===== src/rtl/nvme_axil_reg_slave_if.sv =====
// nvme_axil_reg_slave_if: AXI4-Lite bus bundle between an AXI master and the register slave.
interface nvme_axil_reg_slave_if #(
    parameter int ADDR_BITS = 32
);
    logic [ADDR_BITS-1:0] awaddr;
    logic [2:0]           awprot;
    logic                 awvalid;
    logic                 awready;
    logic [31:0]          wdata;
    logic [3:0]           wstrb;
    logic                 wvalid;
    logic                 wready;
    logic [1:0]           bresp;
    logic                 bvalid;
    logic                 bready;
    logic [ADDR_BITS-1:0] araddr;
    logic [2:0]           arprot;
    logic                 arvalid;
    logic                 arready;
    logic [31:0]          rdata;
    logic [1:0]           rresp;
    logic                 rvalid;
    logic                 rready;

    modport slave (
        input  awaddr, awprot, awvalid, output awready,
        input  wdata, wstrb, wvalid, output wready,
        output bresp, bvalid, input bready,
        input  araddr, arprot, arvalid, output arready,
        output rdata, rresp, rvalid, input rready
    );

    modport master (
        output awaddr, awprot, awvalid, input awready,
        output wdata, wstrb, wvalid, input wready,
        input  bresp, bvalid, output bready,
        output araddr, arprot, arvalid, input arready,
        input  rdata, rresp, rvalid, output rready
    );
endinterface


===== src/rtl/nvme_axil_reg_slave.sv =====
// nvme_axil_reg_slave: AXI4-Lite slave turning bus writes/reads into local strobe/ack register accesses.
// Define NVME_AXIL_TIMEOUT_EN to add a per-FSM ack timeout that answers SLVERR (reads return all ones).
module nvme_axil_reg_slave #(
    parameter int ADDR_BITS      = 32,
    parameter int TIMEOUT_CYCLES = 255
) (
    input  logic                 axi_aclk,
    input  logic                 axi_aresetn,
    nvme_axil_reg_slave_if.slave s_axi,
    output logic                 reg_wr,
    output logic [ADDR_BITS-1:0] reg_waddr,
    output logic [31:0]          reg_wdata,
    output logic [3:0]           reg_wstrb,
    input  logic                 reg_wack,
    input  logic                 reg_werr,
    output logic                 reg_rd,
    output logic [ADDR_BITS-1:0] reg_raddr,
    input  logic [31:0]          reg_rdata,
    input  logic                 reg_rack,
    input  logic                 reg_rerr
);
    typedef enum logic [1:0] {W_IDLE, W_REQ, W_WAIT, W_RESP} w_state_e;
    typedef enum logic [1:0] {R_IDLE, R_REQ, R_WAIT, R_RESP} r_state_e;

    w_state_e             w_state_q, w_state_d;
    r_state_e             r_state_q, r_state_d;
    logic                 aw_got_q, aw_got_d, w_got_q, w_got_d;
    logic                 awready_q, awready_d, wready_q, wready_d, arready_q, arready_d;
    logic                 w_ack_q, w_ack_d, r_ack_q, r_ack_d;
    logic [ADDR_BITS-1:0] waddr_q, waddr_d, raddr_q, raddr_d;
    logic [31:0]          wdata_q, wdata_d, rdata_q, rdata_d;
    logic [3:0]           wstrb_q, wstrb_d;
    logic [1:0]           bresp_q, bresp_d, rresp_q, rresp_d;
    logic                 aw_hs, w_hs, ar_hs, w_timeout, r_timeout;
    logic                 unused_ok;

    assign aw_hs = awready_q & s_axi.awvalid;
    assign w_hs  = wready_q & s_axi.wvalid;
    assign ar_hs = arready_q & s_axi.arvalid;

    assign s_axi.awready = awready_q;
    assign s_axi.wready  = wready_q;
    assign s_axi.arready = arready_q;
    assign s_axi.bvalid  = (w_state_q == W_RESP);
    assign s_axi.bresp   = bresp_q;
    assign s_axi.rvalid  = (r_state_q == R_RESP);
    assign s_axi.rresp   = rresp_q;
    assign s_axi.rdata   = rdata_q;
    assign reg_wr        = (w_state_q == W_REQ);
    assign reg_waddr     = waddr_q;
    assign reg_wdata     = wdata_q;
    assign reg_wstrb     = wstrb_q;
    assign reg_rd        = (r_state_q == R_REQ);
    assign reg_raddr     = raddr_q;
    assign unused_ok     = &{1'b0, s_axi.awprot, s_axi.arprot, 16'(TIMEOUT_CYCLES)};

`ifdef NVME_AXIL_TIMEOUT_EN
    localparam logic [15:0] TO_LAST = 16'(TIMEOUT_CYCLES - 1);
    logic [15:0] wcnt_q, wcnt_d, rcnt_q, rcnt_d;

    assign wcnt_d    = (w_state_q == W_REQ || w_state_q == W_WAIT) ? wcnt_q + 16'd1 : 16'd0;
    assign rcnt_d    = (r_state_q == R_REQ || r_state_q == R_WAIT) ? rcnt_q + 16'd1 : 16'd0;
    assign w_timeout = (wcnt_q >= TO_LAST);
    assign r_timeout = (rcnt_q >= TO_LAST);

    // Cycle counters measured from the strobe cycle (which counts as zero)
    always_ff @(posedge axi_aclk or negedge axi_aresetn) begin
        if (!axi_aresetn) begin
            wcnt_q <= '0;
            rcnt_q <= '0;
        end else begin
            wcnt_q <= wcnt_d;
            rcnt_q <= rcnt_d;
        end
    end
`else
    assign w_timeout = 1'b0;
    assign r_timeout = 1'b0;
`endif

    // Write FSM next state: collect AW and W in any order, strobe, wait for ack, respond
    always_comb begin
        w_state_d = w_state_q;
        aw_got_d  = aw_got_q;
        w_got_d   = w_got_q;
        waddr_d   = waddr_q;
        wdata_d   = wdata_q;
        wstrb_d   = wstrb_q;
        bresp_d   = bresp_q;
        w_ack_d   = w_ack_q;
        case (w_state_q)
            W_IDLE: begin
                if (aw_hs) begin
                    aw_got_d = 1'b1;
                    waddr_d  = s_axi.awaddr;
                end
                if (w_hs) begin
                    w_got_d = 1'b1;
                    wdata_d = s_axi.wdata;
                    wstrb_d = s_axi.wstrb;
                end
                if (aw_got_d && w_got_d) begin
                    w_state_d = W_REQ;
                    aw_got_d  = 1'b0;
                    w_got_d   = 1'b0;
                end
            end
            W_REQ: begin
                w_state_d = W_WAIT;
                w_ack_d   = reg_wack;
                if (reg_wack) bresp_d = reg_werr ? 2'b10 : 2'b00;
            end
            W_WAIT: begin
                if (w_ack_q) begin
                    w_state_d = W_RESP;
                end else if (reg_wack) begin
                    w_state_d = W_RESP;
                    bresp_d   = reg_werr ? 2'b10 : 2'b00;
                end else if (w_timeout) begin
                    w_state_d = W_RESP;
                    bresp_d   = 2'b10;
                end
            end
            W_RESP: if (s_axi.bready) w_state_d = W_IDLE;
            default: w_state_d = W_IDLE;
        endcase
        awready_d = (w_state_d == W_IDLE) && !aw_got_d;
        wready_d  = (w_state_d == W_IDLE) && !w_got_d;
    end

    // Read FSM next state: capture address, strobe, wait for ack, return data
    always_comb begin
        r_state_d = r_state_q;
        raddr_d   = raddr_q;
        rdata_d   = rdata_q;
        rresp_d   = rresp_q;
        r_ack_d   = r_ack_q;
        case (r_state_q)
            R_IDLE: begin
                if (ar_hs) begin
                    raddr_d   = s_axi.araddr;
                    r_state_d = R_REQ;
                end
            end
            R_REQ: begin
                r_state_d = R_WAIT;
                r_ack_d   = reg_rack;
                if (reg_rack) begin
                    rdata_d = reg_rdata;
                    rresp_d = reg_rerr ? 2'b10 : 2'b00;
                end
            end
            R_WAIT: begin
                if (r_ack_q) begin
                    r_state_d = R_RESP;
                end else if (reg_rack) begin
                    r_state_d = R_RESP;
                    rdata_d   = reg_rdata;
                    rresp_d   = reg_rerr ? 2'b10 : 2'b00;
                end else if (r_timeout) begin
                    r_state_d = R_RESP;
                    rdata_d   = 32'hFFFF_FFFF;
                    rresp_d   = 2'b10;
                end
            end
            R_RESP: if (s_axi.rready) r_state_d = R_IDLE;
            default: r_state_d = R_IDLE;
        endcase
        arready_d = (r_state_d == R_IDLE);
    end

    // State and datapath registers; reset abandons any transaction in flight
    always_ff @(posedge axi_aclk or negedge axi_aresetn) begin
        if (!axi_aresetn) begin
            w_state_q <= W_IDLE;
            r_state_q <= R_IDLE;
            aw_got_q  <= 1'b0;
            w_got_q   <= 1'b0;
            awready_q <= 1'b0;
            wready_q  <= 1'b0;
            arready_q <= 1'b0;
            w_ack_q   <= 1'b0;
            r_ack_q   <= 1'b0;
            waddr_q   <= '0;
            wdata_q   <= '0;
            wstrb_q   <= '0;
            bresp_q   <= '0;
            raddr_q   <= '0;
            rdata_q   <= '0;
            rresp_q   <= '0;
        end else begin
            w_state_q <= w_state_d;
            r_state_q <= r_state_d;
            aw_got_q  <= aw_got_d;
            w_got_q   <= w_got_d;
            awready_q <= awready_d;
            wready_q  <= wready_d;
            arready_q <= arready_d;
            w_ack_q   <= w_ack_d;
            r_ack_q   <= r_ack_d;
            waddr_q   <= waddr_d;
            wdata_q   <= wdata_d;
            wstrb_q   <= wstrb_d;
            bresp_q   <= bresp_d;
            raddr_q   <= raddr_d;
            rdata_q   <= rdata_d;
            rresp_q   <= rresp_d;
        end
    end
endmodule


===== src/flat_wrapper.sv =====
// flat-port wrapper written by rule: the top's interface ports become plain ports
module nvme_axil_reg_slave_flat 
#(
    parameter int ADDR_BITS      = 32,
    parameter int TIMEOUT_CYCLES = 255
)
  (axi_aclk, axi_aresetn, reg_wr, reg_waddr, reg_wdata, reg_wstrb, reg_wack, reg_werr, reg_rd, reg_raddr, reg_rdata, reg_rack, reg_rerr, s_axi_awaddr, s_axi_awprot, s_axi_awvalid, s_axi_awready, s_axi_wdata, s_axi_wstrb, s_axi_wvalid, s_axi_wready, s_axi_bresp, s_axi_bvalid, s_axi_bready, s_axi_araddr, s_axi_arprot, s_axi_arvalid, s_axi_arready, s_axi_rdata, s_axi_rresp, s_axi_rvalid, s_axi_rready);
  nvme_axil_reg_slave_if #(.ADDR_BITS(ADDR_BITS)) s_axi_i ();
  input  logic axi_aclk;
  input  logic axi_aresetn;
  output logic reg_wr;
  output logic [ADDR_BITS-1:0] reg_waddr;
  output logic [31:0] reg_wdata;
  output logic [3:0] reg_wstrb;
  input  logic reg_wack;
  input  logic reg_werr;
  output logic reg_rd;
  output logic [ADDR_BITS-1:0] reg_raddr;
  input  logic [31:0] reg_rdata;
  input  logic reg_rack;
  input  logic reg_rerr;
  input wire logic [$bits(s_axi_i.awaddr)-1:0] s_axi_awaddr;
  input wire logic [$bits(s_axi_i.awprot)-1:0] s_axi_awprot;
  input wire logic [$bits(s_axi_i.awvalid)-1:0] s_axi_awvalid;
  output wire logic [$bits(s_axi_i.awready)-1:0] s_axi_awready;
  input wire logic [$bits(s_axi_i.wdata)-1:0] s_axi_wdata;
  input wire logic [$bits(s_axi_i.wstrb)-1:0] s_axi_wstrb;
  input wire logic [$bits(s_axi_i.wvalid)-1:0] s_axi_wvalid;
  output wire logic [$bits(s_axi_i.wready)-1:0] s_axi_wready;
  output wire logic [$bits(s_axi_i.bresp)-1:0] s_axi_bresp;
  output wire logic [$bits(s_axi_i.bvalid)-1:0] s_axi_bvalid;
  input wire logic [$bits(s_axi_i.bready)-1:0] s_axi_bready;
  input wire logic [$bits(s_axi_i.araddr)-1:0] s_axi_araddr;
  input wire logic [$bits(s_axi_i.arprot)-1:0] s_axi_arprot;
  input wire logic [$bits(s_axi_i.arvalid)-1:0] s_axi_arvalid;
  output wire logic [$bits(s_axi_i.arready)-1:0] s_axi_arready;
  output wire logic [$bits(s_axi_i.rdata)-1:0] s_axi_rdata;
  output wire logic [$bits(s_axi_i.rresp)-1:0] s_axi_rresp;
  output wire logic [$bits(s_axi_i.rvalid)-1:0] s_axi_rvalid;
  input wire logic [$bits(s_axi_i.rready)-1:0] s_axi_rready;
  assign s_axi_i.awaddr = s_axi_awaddr;
  assign s_axi_i.awprot = s_axi_awprot;
  assign s_axi_i.awvalid = s_axi_awvalid;
  assign s_axi_awready = s_axi_i.awready;
  assign s_axi_i.wdata = s_axi_wdata;
  assign s_axi_i.wstrb = s_axi_wstrb;
  assign s_axi_i.wvalid = s_axi_wvalid;
  assign s_axi_wready = s_axi_i.wready;
  assign s_axi_bresp = s_axi_i.bresp;
  assign s_axi_bvalid = s_axi_i.bvalid;
  assign s_axi_i.bready = s_axi_bready;
  assign s_axi_i.araddr = s_axi_araddr;
  assign s_axi_i.arprot = s_axi_arprot;
  assign s_axi_i.arvalid = s_axi_arvalid;
  assign s_axi_arready = s_axi_i.arready;
  assign s_axi_rdata = s_axi_i.rdata;
  assign s_axi_rresp = s_axi_i.rresp;
  assign s_axi_rvalid = s_axi_i.rvalid;
  assign s_axi_i.rready = s_axi_rready;
  nvme_axil_reg_slave #(.ADDR_BITS(ADDR_BITS), .TIMEOUT_CYCLES(TIMEOUT_CYCLES)) u_core (.axi_aclk(axi_aclk), .axi_aresetn(axi_aresetn), .s_axi(s_axi_i), .reg_wr(reg_wr), .reg_waddr(reg_waddr), .reg_wdata(reg_wdata), .reg_wstrb(reg_wstrb), .reg_wack(reg_wack), .reg_werr(reg_werr), .reg_rd(reg_rd), .reg_raddr(reg_raddr), .reg_rdata(reg_rdata), .reg_rack(reg_rack), .reg_rerr(reg_rerr));
endmodule

===== config.mk =====
export PLATFORM = sky130hd
export DESIGN_NAME = nvme_axil_reg_slave_flat
export DESIGN_NICKNAME = d
export VERILOG_FILES = /design/src/rtl/nvme_axil_reg_slave_if.sv /design/src/rtl/nvme_axil_reg_slave.sv /design/src/flat_wrapper.sv
export SDC_FILE = /design/constraint.sdc
export NUM_CORES = 1
export LEC_CHECK = 0
export ABC_AREA = 1
export CAP_MARGIN = 15
export CORE_UTILIZATION = 40
export DETAILED_ROUTE_END_ITERATION = 12
export PLACE_DENSITY = 0.81
export SYNTH_ARGS = -nofsm -noshare
export SYNTH_HDL_FRONTEND = slang
export SYNTH_SLANG_ARGS = --single-unit

===== constraint.sdc =====
create_clock -name axi_aclk -period 1.7 [get_ports axi_aclk]
set_clock_uncertainty 0.2 [all_clocks]
set_input_delay 0.425 -clock axi_aclk [delete_from_list [all_inputs] [get_ports axi_aclk]]
set_output_delay 0.425 -clock axi_aclk [all_outputs]
set_load 0.005 [all_outputs]

; Word level (Yosys, flattened, before mapping)
; Cells that the tools add are included.
[classes]
eq_ne = 8
muxes = 29
bitwise = 3
reduce_logical = 16
[ops]
columns = cell, n
row1 = 2-to-1 mux 32 bit, 2
row2 = one-hot mux 32 bit (2 select lines), 1
row3 = 2-to-1 mux 2 bit, 14
row4 = one-hot mux 2 bit (4 select lines), 2
row5 = AND reduction 2 bit, 5
row6 = "== test 2 bit, second input constant", 4
row7 = logical NOT 2 bit, 4
row8 = 2-to-1 mux 1 bit, 8
row9 = one-hot mux 2 bit (2 select lines), 2
row10 = "== test 2 x 1 -> 1 bit, second input constant", 2
row11 = "!= test 2 bit, second input constant", 2
row12 = nonzero test 2 bit, 2
row13 = AND 1 bit, 3
row14 = logical AND 1 bit, 3
row15 = logical NOT 1 bit, 2
[word_totals]
reg_bits = 147
output_inout_bits = 143
wordCells = 72

; Depth between registers and ports, before layout
[logic_depth]
ltp_word = 8
depth_mapped = 7
mapped_depth_nobuf = 7

; Worst setup path before layout
; OpenSTA, ideal clock, no wires.
[synth_path]
kind = in2reg
from = input reg_rack
to = register u_core.rdata_q[10], in the netlist u_core.s_axi.rdata[10]
setup_time_ns = 0.117
t_arrival_ns = 1.203
slack_ns = 0.180
path_stages = 6
path_cell_list = inv_1 -> a21oi_1 -> nand2_1 -> buf_2 -> nand2_1 -> nand2_1
[synth_between]
elab_chain_cells = 3
[synth_lines]
columns = item, line
row1 = start: declaration, flat_wrapper.sv:20  ; input logic reg_rack;
row2 = 2-to-1 mux 32 bit *, n/a
row3 = 2-to-1 mux 32 bit, n/a
row4 = one-hot mux 32 bit (2 select lines) *, n/a
row5 = end signal: assignment, nvme_axil_reg_slave.sv:206  ; rdata_q <= rdata_d;
row6 = end: declaration, nvme_axil_reg_slave.sv:31  ; logic [31:0] wdata_q, wdata_d, rdata_q, rdata_d;
; Mark *: on every way between the ends. The rest lies on a longest branch, timed or not. The select of a mux whose other input is x is not followed.
; A chain may end at the register's enable or synchronous reset.

; Final worst setup path
[layout_path]
from = register u_core.w_state_q[1]
to = output reg_wr
[layout_between]
elab_chain_cells = 1
[layout_lines]
columns = item, line
row1 = start: declaration, nvme_axil_reg_slave.sv:25  ; w_state_e w_state_q, w_state_d;
row2 = start signal: assignment, nvme_axil_reg_slave.sv:192  ; w_state_q <= w_state_d;
row3 = == test 2 x 1 -> 1 bit, nvme_axil_reg_slave.sv:49  ; assign reg_wr = (w_state_q == W_REQ);
row4 = end: declaration, flat_wrapper.sv:11  ; output logic reg_wr;
; No other way between the ends.

==> impl_metrics.ini <==
[clock_tree]
cts-root-buf = clkbuf_16
tritoncts = built
cts_buffer_depth = 2
clkTransAtPathRegs_ns = 0.06
insertion_delay_ns = 0.41
htree_levels = 4
clkSinkCount = 145
cts_inserted_buffers = 17

[global_routing]
gr-total-overflow = 0
grtUsageTotal_pct = 22.0
grt_pass1_vias = 5034
antenna_found_initial = 0
grt_pass1_wl_um = 24500
grt_max_degree = 65

[worst_setup_path]
path_class = reg -> out
cp_max_fo = 3
startpoint_type = register
worstSetupEndpointType = output port
critPathArrivalTime_ns = 1.20
required_ns = 1.07

[yosys]
ys_seq_area_share_pct = 64.1
synth_cell_types = 17
yosys_warnings = 0
syn_area_um2 = 5660
synth-edff-count = 0
synth_area_leaders = dfrtp_1 (64%), nand2_1 (17%), o21ai_0 (6.0%)
yosys.area.top_type = dfrtp_1
synth_ff_type = dfrtp_1
ys_ff_latch = 145
synth_top_area_share_pct = 64.1
async_flop_share_pct = 100
syn_area_per_cell_um2 = 8.88
synthCells = 638
synth_common_cells = nand2_1 (261), dfrtp_1 (145), inv_1 (78)
yosysMostFrequentCell = nand2_1

[pwr]
finalPower_mw = 17.9
power-per-cell-area_nw_per_um2 = 1740
p_leak_nw = 5.31
switchingPower_mw = 5.95
ir_drop_v = 0.00122
clockPowerShare_pct = 21.3
seqPwrFrac_pct = 33.7
p_sw_share_pct = 33.2
internal-power_mw = 12.0
pwr-share-comb_pct = 44.9

[final_layout]
final_nets = 1147
layout-drive-gt1-share_pct = 20.7
stdcell_area_um2 = 10300
final_core_util_pct = 74.5
fill_cells = 937
diodes = 0
area_growth_pct = 82.0

[placement]
place_congestion = 0.766
hpwlAfterDp_um = 11200
io_buffers = 283
dpl-instance-area_um2 = 8880
dpl_worst_slack_ns = -0.199

[detailed_routing]
dr_total_vias = 5547
wirelength_um = 18100
drt_iter0_drc = 280
drc = 0
viasPerCell = 4.66
ant_nets = 0
first_pass_iters = 4
wl_per_cell_um = 15.2

[sta]
fin_crit_ns = 1.82
post-route-period-util_pct = 107
fmax_ghz = 0.549
drv_slew = 0
finalHoldViolations = 0
rsz0062_at_grt = true
setup_ws_ns = -0.121
finalSetupViolations = 37

[flow_run]
cap_violations = 0

[floorplanning]
top_level_ports = 292
core_um2 = 13800
die_w_um = 121
die_h_um = 121
start_util_pct = 41.0
num_rows = 43
dieArea_um2 = 14600

[run_status]
status = complete, but fails checks
failed_checks = negative setup slack

[hold_path]
hold_path.class = in -> async
## timing repair
action                                 CTS  global route
endpoints found under the hold margin  127             0
hold buffers                             1             0
pin swaps                                1             8
cloned                                   0             8
buffers inserted                        21            34
setup endpoints to repair              141           139
gates resized for setup                246           161
## final cells by class
type	count	area, um^2	area share, %
Inverter	78	298	2.89
Sequential cell	145	3630	35.2
Multi-Input combinational cell	385	1900	18.5
Tap cell	180	225	2.19
Clock buffer	19	443	4.30
Timing Repair Buffer	371	3650	35.4
Clock inverter	13	161	1.57
## kinds of logic after synthesis
| logic type | count (synthesis) | share of synthesized area, % |
|---|---|---|
| AOI/OAI and AO/OA | 74 | 6.63 |
| buffers and inverters | 109 | 7.64 |
| xor gates and xnor gates | 1 | 0.287 |
| DFF | 145 | 64.1 |
| and+or+nand+nor | 308 | 21.3 |
| other | 1 | 0.0662 |
## layout by cell type, fill, tap and decap left out, types with 4 or more instances in the layout
cell               n
buf_4             62
buf_12             9
nand3_1           29
nor2_1             8
inv_2              4
nand2_2           29
clkdlybuf4s15_1  116
clkbuf_2          18
clkbuf_16         22
buf_6             14
dfrtp_1          145
inv_1             72
nand3_2            8
clkdlybuf4s50_1  141
clkinvlp_4         4
nand2_4           20
nand2_1          212
o21ai_0           68
## metrics by stage
stage          hold slack [ns]  setup TNS (ns)  cells
3_3_place_gp             0.112           -9.03   1095
4_1_cts                  0.259          -0.387   1149
3_5_place_dp             0.117          -11.22   1095
6_report                 0.260           -2.16   1191
2_1_floorplan          -0.0706               0    639
5_1_grt                  0.269           -5.52   1191
## flip-flops by register name, summed over array words and instances (netlist names)
name,cells
u_core.reg_raddr,32
u_core.reg_waddr,32
u_core.reg_wdata,32
u_core.s_axi.rdata,32
u_core.reg_wstrb,4
u_core.r_state_q,2
u_core.w_state_q,2
u_core.aw_got_q,1
u_core.r_ack_q,1
u_core.s_axi.arready,1
u_core.s_axi.awready,1
u_core.s_axi.bresp,1
u_core.s_axi.rresp,1
u_core.s_axi.wready,1
u_core.w_ack_q,1
u_core.w_got_q,1
## metal layers
layer	up-vias	global-route usage (%)	routed length [um]
met5	-	0	0
met4	0	8.02	475
met3	44	8.46	1340
met2	236	38.2	9410
met1	2603	24.5	6870
li1	2664	-	-
## critical path, cell delays in order, from the launching register on
cell	delay, ns
dfrtp_1	0.39
buf_6	0.13
inv_4	0.05
nand2_4	0.05
inv_2	0.07
buf_6	0.10
## final timing paths
kind | from | cells after the start | slack (ns) | to
setup / recovery | u_core.w_state_q[1] | 5 | -0.12 | reg_wr
min in group axi_aclk | u_core.reg_wstrb[1] | 2 | 0.28 | u_core.reg_wstrb[1]
hold reg to reg | u_core.reg_wstrb[1] | 2 | 0.28 | u_core.reg_wstrb[1]
max in group asynchronous | axi_aresetn | 3 | 0.51 | u_core.reg_wdata[21]
setup reg to reg | u_core.r_state_q[1] | 8 | -0.09 | u_core.s_axi.rdata[13]
hold / removal | axi_aresetn | 2 | 0.26 | u_core.reg_waddr[11]
## power by group through the flow
stage	clock network, mW	logic [mW]	registers (mW)
after global routing	4.07	8.68	6.20
after detailed placement	0	6.45	5.93
after global placement	0	6.29	5.88
final	3.82	8.04	6.04
after CTS	3.87	6.04	5.87
after floorplan	0	2.02	6.03
No activity file was read; power rests on OpenSTA's default activity.
==> RTL edit: new RTL, config.mk and constraints unchanged <==
Re-encode `r_state_e` (4 states) as Gray code, 2 bits wide.
--- a/src/rtl/nvme_axil_reg_slave.sv
+++ b/src/rtl/nvme_axil_reg_slave.sv
@@ -21,5 +21,5 @@
 );
     typedef enum logic [1:0] {W_IDLE, W_REQ, W_WAIT, W_RESP} w_state_e;
-    typedef enum logic [1:0] {R_IDLE, R_REQ, R_WAIT, R_RESP} r_state_e;
+    typedef enum logic [1:0] {R_IDLE = 2'b00, R_REQ = 2'b01, R_WAIT = 2'b11, R_RESP = 2'b10} r_state_e;
 
     w_state_e             w_state_q, w_state_d;
Function: no difference found for any inputs over 4 cycles, from zero or initial values and one cycle with axi_aresetn low; so few cycles prove little.
==> RTL edit against the unedited design <==
  * The run still ends with setup timing left
  * Design area up 1.8%
  * Largest power group unchanged
  * Critical path type unchanged
  * Setup slack better by 0.0090 ns
  * Sequential cell count unchanged
  * Area after synthesis rose by 6.3%
  * Non-clock buffer count grew 6
  * Via count shrank 1.5%
  * Total power down 5.5%
  * Wire length is 4.7% lower
==> RTL edit: results (changes against the unedited design) <==
wl_met3_microns: 1284  # was 1341 microns
route.met2.wl_microns: 8905  # was 9409 microns
pg_clk_mw: 3.80
clock_latency_ns: 0.41  # about the same
synthArstFlopShare: 1.000  # unchanged
hold_ws_ns: 0.2729  # was 0.2596 ns
final_cells: 1198  # was 1191
fin_setup_tns_ns: -0.1876  # was -2.162 ns
antenna_found_initial: 0  # unchanged
violations: "setup timing"  # unchanged
met2_usage: 0.3503  # was 0.3818
p_per_area_nw_per_um2: 1612  # was 1737 nW/um^2
cts_resized: 224  # was 246
grt_pass1_wl_microns: 25700  # was 24540 microns
cts-buffers-inserted: 17  # unchanged
first_global_vias: 5250  # was 5034
synth_area_leaders: "dfrtp_1 (60%), nand2_1 (12%), o21ai_2 (7.7%)"  # was dfrtp_1 (64%), nand2_1 (17%), o21ai_0 (6.0%)
yosys-top-cells-count: "nand2_1 (198), dfrtp_1 (145), inv_1 (107), o21ai_2 (53), o21ai_0 (41)"  # was nand2_1 (261), dfrtp_1 (145), inv_1 (78), o21ai_0 (68), nand3_1 (37)
cts_setup_buffers: 37  # was 21
fin_ws_ns: -0.1125  # was -0.1215 ns
dr.pass1.iters: 4  # unchanged
dp_hpwl_microns: 11020  # was 11200 microns
grt_start_max_net_pins: 88  # was 65
postSynthAreaPerCell_sq_um: 9.510  # was 8.878 sq um
drt-wirelength-per-cell_microns: 14.40  # was 15.20 microns
place.gp.congestion: 0.7657  # was 0.7661
htreeDepth: 4  # unchanged
power.internal_mw: 11.58  # was 11.95 mW
ir_drop_mv: 0.7830  # was 1.222 mV
port_buffers: 283  # unchanged
status: "complete, but fails checks"  # unchanged
rrSetupSlack_ns: 0.01  # was -0.09 ns
comb-power_mw: 7.21  # was 8.04 mW
drt_iter0_markers: 206  # was 280
drive_above_1_share: 0.2525  # was 0.2067
placed_area_sq_um: 9136  # was 8881 sq um
n_antenna_cell: 0  # unchanged
setup_viol_count_final: 2  # was 37
yosysSeqAreaShare: 0.6028  # was 0.6406
nets: 1150  # was 1147
grt_use_met3: 0.08591  # was 0.08459
post_synth_num_cell_types: 22  # was 17
place_ws_ns: -0.1277  # was -0.1988 ns
p_leak_nw: 5.409  # was 5.312 nW
hp-class: "register to register"  # was primary input to asynchronous set/reset pin
met1_length_microns: 6558  # was 6872 microns
timing.rr.end: "u_core.reg_waddr[10]"  # was u_core.s_axi.rdata[13]
met1_usage: 0.2363  # was 0.2450
place_inst: 1093  # was 1095
slowest_delay_ns: 0.41  # was 0.39 ns
vias: 5462  # was 5547
grt_usage: 0.2100  # was 0.2205
## RTL edit: changes by cell type after synthesis, moves of 4 or more
cell,before,now
nand2_2,0,29
nand3_1,37,4
buf_4,2,7
clkbuf_1,15,2
inv_2,0,4
o21ai_0,68,41
nand2_1,261,198
o21ai_1,0,8
o21ai_2,0,53
inv_1,78,107
buf_6,0,7
## RTL edit: area by class of cell
| class | count | area, sq um |
|---|---|---|
| Clock buffer | 19 | 442.9 |
| Clock inverter | 13 | 162.7 |
| Fill cell | 991 | 4095 |
| Inverter | 111 | 419.2 |
| Multi-Input combinational cell | 349 | 1862 |
| Sequential cell | 145 | 3628 |
| Tap cell | 184 | 230.2 |
| Timing Repair Buffer | 377 | 3749 |
## RTL edit: logic make-up (layout without fill, tap and decap cells)
family,after synthesis,count (layout),synth area share
flip-flops,145,145,0.6028
other,1,2,0.0006230
AO/OA/AOI/OAI,105,105,0.1210
AND/OR/NAND/NOR,242,242,0.1675
buffers and inverters,140,520,0.1081
